==> src/rtl/f1_reaction_timer.sv <==
// rtl/f1_reaction_timer.sv - F1 start-light reaction timer with false-start and timeout detection
module f1_reaction_timer #(
  parameter int DATA_WIDTH  = 32,
  parameter int COUNT_WIDTH = 16,
  parameter int SYNC_STAGES = 2
) (
  input  logic                   clk,
  input  logic                   rst,
  input  logic [DATA_WIDTH-1:0]  a0,
  input  logic                   button,
  output logic [COUNT_WIDTH-1:0] reaction_time,
  output logic                   valid,
  output logic                   false_start,
  output logic                   timeout,
  output logic                   busy
);

  typedef enum logic [2:0] {
    S_IDLE,
    S_ARMING,
    S_ARMED,
    S_TIMING,
    S_HOLD
  } state_t;

  state_t                 state, state_d;
  logic [SYNC_STAGES-1:0] sync_q;
  logic                   sync_prev;
  logic                   sync_out;
  logic                   press;
  logic [COUNT_WIDTH-1:0] cnt, cnt_d;
  logic [COUNT_WIDTH-1:0] reaction_time_d;
  logic                   valid_d, false_start_d, timeout_d;
  logic [7:0]             lights;
  logic                   full, dark, cnt_sat;
  logic                   unused_a0;

  assign lights    = a0[7:0];
  assign unused_a0 = ^a0[DATA_WIDTH-1:8];
  assign full      = (lights == 8'hFF);
  assign dark      = (lights == 8'h00);
  assign sync_out  = sync_q[SYNC_STAGES-1];
  assign press     = sync_out & ~sync_prev;
  assign cnt_sat   = (cnt == {COUNT_WIDTH{1'b1}});

  // Button enters on bit 0 and emerges at the top after SYNC_STAGES edges.
  always_ff @(posedge clk or negedge rst) begin
    if (!rst) begin
      sync_q    <= '0;
      sync_prev <= 1'b0;
    end else begin
      sync_q    <= {sync_q[SYNC_STAGES-2:0], button};
      sync_prev <= sync_out;
    end
  end

  always_ff @(posedge clk or negedge rst) begin
    if (!rst) begin
      state         <= S_IDLE;
      cnt           <= '0;
      reaction_time <= '0;
      valid         <= 1'b0;
      false_start   <= 1'b0;
      timeout       <= 1'b0;
      busy          <= 1'b0;
    end else begin
      state         <= state_d;
      cnt           <= cnt_d;
      reaction_time <= reaction_time_d;
      valid         <= valid_d;
      false_start   <= false_start_d;
      timeout       <= timeout_d;
      busy          <= (state_d == S_TIMING);
    end
  end

  always_comb begin
    state_d         = state;
    cnt_d           = cnt;
    reaction_time_d = reaction_time;
    valid_d         = 1'b0;
    false_start_d   = false_start;
    timeout_d       = timeout;
    case (state)
      S_IDLE: begin
        if (!dark) begin
          state_d       = S_ARMING;
          false_start_d = 1'b0;
          timeout_d     = 1'b0;
        end
      end
      S_ARMING, S_ARMED: begin
        if (press) begin
          state_d         = S_HOLD;
          false_start_d   = 1'b1;
          reaction_time_d = '0;
          valid_d         = 1'b1;
        end else if (state == S_ARMING) begin
          if (full)
            state_d = S_ARMED;
          else if (dark)
            state_d = S_IDLE;
        end else if (dark) begin
          // Only a full bar going fully dark counts as lights-out.
          state_d = S_TIMING;
          cnt_d   = '0;
        end
      end
      S_TIMING: begin
        if (press) begin
          state_d         = S_HOLD;
          reaction_time_d = cnt;
          valid_d         = 1'b1;
        end else if (cnt_sat) begin
          state_d         = S_HOLD;
          reaction_time_d = {COUNT_WIDTH{1'b1}};
          timeout_d       = 1'b1;
          valid_d         = 1'b1;
        end else begin
          cnt_d = cnt + 1'b1;
        end
      end
      S_HOLD: begin
        // Released button and a dark bar must coincide before re-arming.
        if (!sync_out && dark)
          state_d = S_IDLE;
      end
      default: state_d = S_IDLE;
    endcase
  end

endmodule

==> config.mk <==
export PLATFORM = sky130hd
export DESIGN_NAME = f1_reaction_timer
export DESIGN_NICKNAME = d
export VERILOG_FILES = /design/src/rtl/f1_reaction_timer.sv
export SDC_FILE = /design/constraint.sdc
export NUM_CORES = 1
export LEC_CHECK = 0
export BUFFER_PORTS_ARGS = -buffer_cell sky130_fd_sc_hd__buf_2
export CORE_UTILIZATION = 47
export DETAILED_ROUTE_END_ITERATION = 7
export PLACE_DENSITY_LB_ADDON = 0.25
export SLEW_MARGIN = 5
export SYNTH_ARGS = -nofsm -noshare
export SYNTH_HDL_FRONTEND = slang
export SYNTH_SLANG_ARGS = --single-unit
==> constraint.sdc <==
create_clock -name clk -period 1.68 [get_ports clk]
set_input_delay 0.084 -clock clk [delete_from_list [all_inputs] [get_ports clk]]
set_output_delay 0.084 -clock clk [all_outputs]
set_load 0.02 [all_outputs]
==> impl_metrics.ini <==
[status]
status = finished with violations
violations = setup timing

[logic_synthesis]
synth_top_family_by_area = simple AND/OR/NAND/NOR gates
synthXorXnorAreaFrac = 0.004096
synth.avg_cell_area_um2 = 9.546
synth_top_area_frac = 0.4915
synth_area_leaders = dfrtp_1, nor4_1, a21oi_1
yosysWarnings = 0
async_flop_share = 1.000
synth-edff-count = 0
synthCells = 224
synthAdderAreaFrac = 0.005851
ys.flop_type = dfrtp_1
syn-cell-area_um2 = 2138
ys_seq_area_frac = 0.4915
synth-simple-area-share = 0.2680
muxShareOfSynthArea = 0.03745
syn-num-nets = 260
yosys.area.top_type = dfrtp_1
synth_seq_cells = 42
yosysUniqueCellTypes = 38
synth-compound-area-share = 0.1586

[cells_and_area]
drive_gt1_frac = 0.4723
final_nets = 342
utilization = 0.7368
fillers = 297
fin_area_um2 = 3208
syn2layout_area_growth_pct = 50.03
n_antenna_cell = 0

[routing]
drt-pass1-iter-count = 4
postRouteWirelength_um = 6454
route.met2.wl_um = 3257
dr.first_iter.drc_count = 200
drc = 0
viasPerCell = 6.000
antenna_left = 0
wl_met3_um = 314
vias = 2154
routed.top_layer = met4
wl_met1_um = 2783
wire_per_inst_um = 17.98

[power]
comb_power_share = 0.263
swShare = 0.3108
seq_power_share = 0.429
switchingPower_uw = 823.6
p_leak_nw = 1.382
p_per_area_nw_per_um2 = 826.0
p_clk_frac = 0.307
peakVddDrop_mv = 0.4698
p_int_mw = 1.826
finalPower_mw = 2.650

[critical_path]
slowest_delay_ps = 510
slowest_stage = or4_4
rr_worst_depth = 6
worstReg2RegStart = cnt[0]
path_cells = ha_4 -> nand4_1 -> buf_4 -> nor3_4 -> or4_4 -> a21oi_2
cp-startpoint = cnt[0]
crit_family = simple AND/OR/NAND/NOR gates
arrival_ps = 2020
critical_path_buf_inv_count = 1
startpoint_type = flop
path_max_fanout = 5
r2r_slack_ps = -110
required_ps = 1910
crit-reg2reg-capture = cnt[9]
crit_path_end_kind = flop
crit_type = reg2reg

[placed_design]
pre_cts_slack_ps = -99.53
hpwlAfterDp_um = 3773
place_area_um2 = 2673
gp_congestion = 0.8597
io_buffers = 30

[floorplanning]
fp.coreArea_um2 = 4354
rows = 24
io_pins = 55
initial_utilization = 0.4911
dieWidth_um = 69.45
dieHeight_um = 69.45
die_area_um2 = 4823

[timing]
layout_setup_ws_ps = -111.7
setup_violations = 31
fin_skew_ps = 9.839
period_needed_ps = 1792
finalSetupTns_ps = -1714
finalHoldViolCount = 0
slew_headroom = 0.6139
rsz0062_at_grt = true
finalCritPeriodShare = 1.066
tightest_slew_ps = 573.9
max_freq_mhz = 558.1
slew_violations = 0

[clock_tree]
cts_tree = built
insertion_delay_ps = 300
clockBufferDepth = 2
cts_num_sinks = 42
clockRootBuffer = clkbuf_8
cts_buffers = 5
clk_pin_slew_ps = 90
htreeDepth = 2

[grt]
antenna_found_initial = 0
grt_overflow_total = 0
gr-usage-all-layers = 0.2363
grt_pass1_vias = 1909
grt_pass1_wl_um = 9204
grt_max_degree = 43

[min_path]
hold_end = state[1]
hp-class = in2reg
hold_depth = 5
worstHoldStart = a0[1]

[run]
drv_cap = 0
-- stage by stage --
step | hold slack [ps] | cells
floorplan | -211.6 | 224
global placement | 75.96 | 336
detailed placement | 73.48 | 336
CTS | 246.1 | 347
global route | 239.0 | 359
finish | 221.9 | 359
-- power by group through the flow --
stage                     registers [mW]  clock network (mW)  logic (mW)
final                               1.14               0.814       0.698
after global routing                1.14               0.846       0.751
after CTS                           1.13               0.816       0.564
after detailed placement            1.15                   0       0.537
after global placement              1.15                   0       0.525
after floorplan                     1.18                   0       0.269
-- worst register-to-register path: stages (launching register included) --
cell	delay, ps
dfrtp_1	430
ha_4	190
nand4_1	240
buf_4	190
nor3_4	60
or4_4	510
a21oi_2	120
-- timing repair --
action                     4_1_cts  5_1_grt
resized for setup                8       49
cloned                           0        4
pin swaps                        4       15
setup buffers                    1        8
hold buffers                     2        0
setup endpoints to repair       32       34
hold endpoints to repair        43        0
-- logic make-up after synthesis --
family | after synthesis
compound gates | 56
xor+xnor | 1
fa+ha+maj | 1
buf+inv | 17
flops | 42
mux | 8
simple gates | 99
-- registers in the layout, indices dropped and copies added, names as in the netlist --
| name | cells |
|---|---|
| cnt | 16 |
| reaction_time | 16 |
| state | 3 |
| sync_q | 2 |
| busy | 1 |
| false_start | 1 |
| sync_prev | 1 |
| timeout | 1 |
| valid | 1 |
-- how the worst max path moves through the flow --
stage,end,cells after the start
after floorplan,cnt[5],5
after global placement,cnt[10],4
after detailed placement,cnt[5],4
after CTS,cnt[6],6
after global routing,reaction_time[1],7
final,cnt[9],6
-- metal layers --
metal,up-vias,GRT usage
met4,0,0.05896
li1,1013,-
met3,10,0.03488
met1,1062,0.3447
met2,69,0.3700
met5,-,0
-- cell type report --
type	count	area [µm²]	area share
well taps	52	65.06	0.02028
flip-flops and latches	42	1051	0.3276
clock inverters	2	37.54	0.01170
clock buffers	6	72.57	0.02262
multi-input cells	165	1277	0.3982
inverters	1	3.754	0.001170
repair buffers	91	700.7	0.2184
-- placed cells by master, fill, tap and decap left out, types with 2 or more instances in the layout --
master / count
a21oi_1: 7
a21oi_2: 18
and4_1: 3
buf_12: 2
buf_2: 31
buf_4: 46
buf_6: 8
clkbuf_16: 2
clkbuf_8: 5
dfrtp_1: 42
dlygate4sd3_1: 2
mux2i_1: 8
nand2_1: 23
nand2_2: 3
nand2b_1: 2
nand3_1: 7
nand4_1: 4
nor2_1: 6
nor2b_1: 2
nor3_1: 2
nor4_1: 19
nor4_2: 2
nor4_4: 3
nor4b_2: 2
o21ai_0: 11
o21bai_1: 5
o31ai_1: 5
o41ai_1: 2
o41ai_2: 2
or3_1: 2
or3_4: 4
or4_1: 3
or4_4: 4
-- cell usage after synthesis (all sizes together), types with 3 or more instances --
library cell  instances
nor2b                 3
o21bai                5
nand2                26
nor2                  6
mux2i                 8
nand3                 8
nor4                 24
dfrtp                42
o21ai                12
or4                   7
and4                  3
o41ai                 4
or3                   6
buf                   6
nor3                  3
a21oi                26
clkbuf               10
nand4                 5
o31ai                 5
Note: power is estimated with default switching activity, not from simulation.
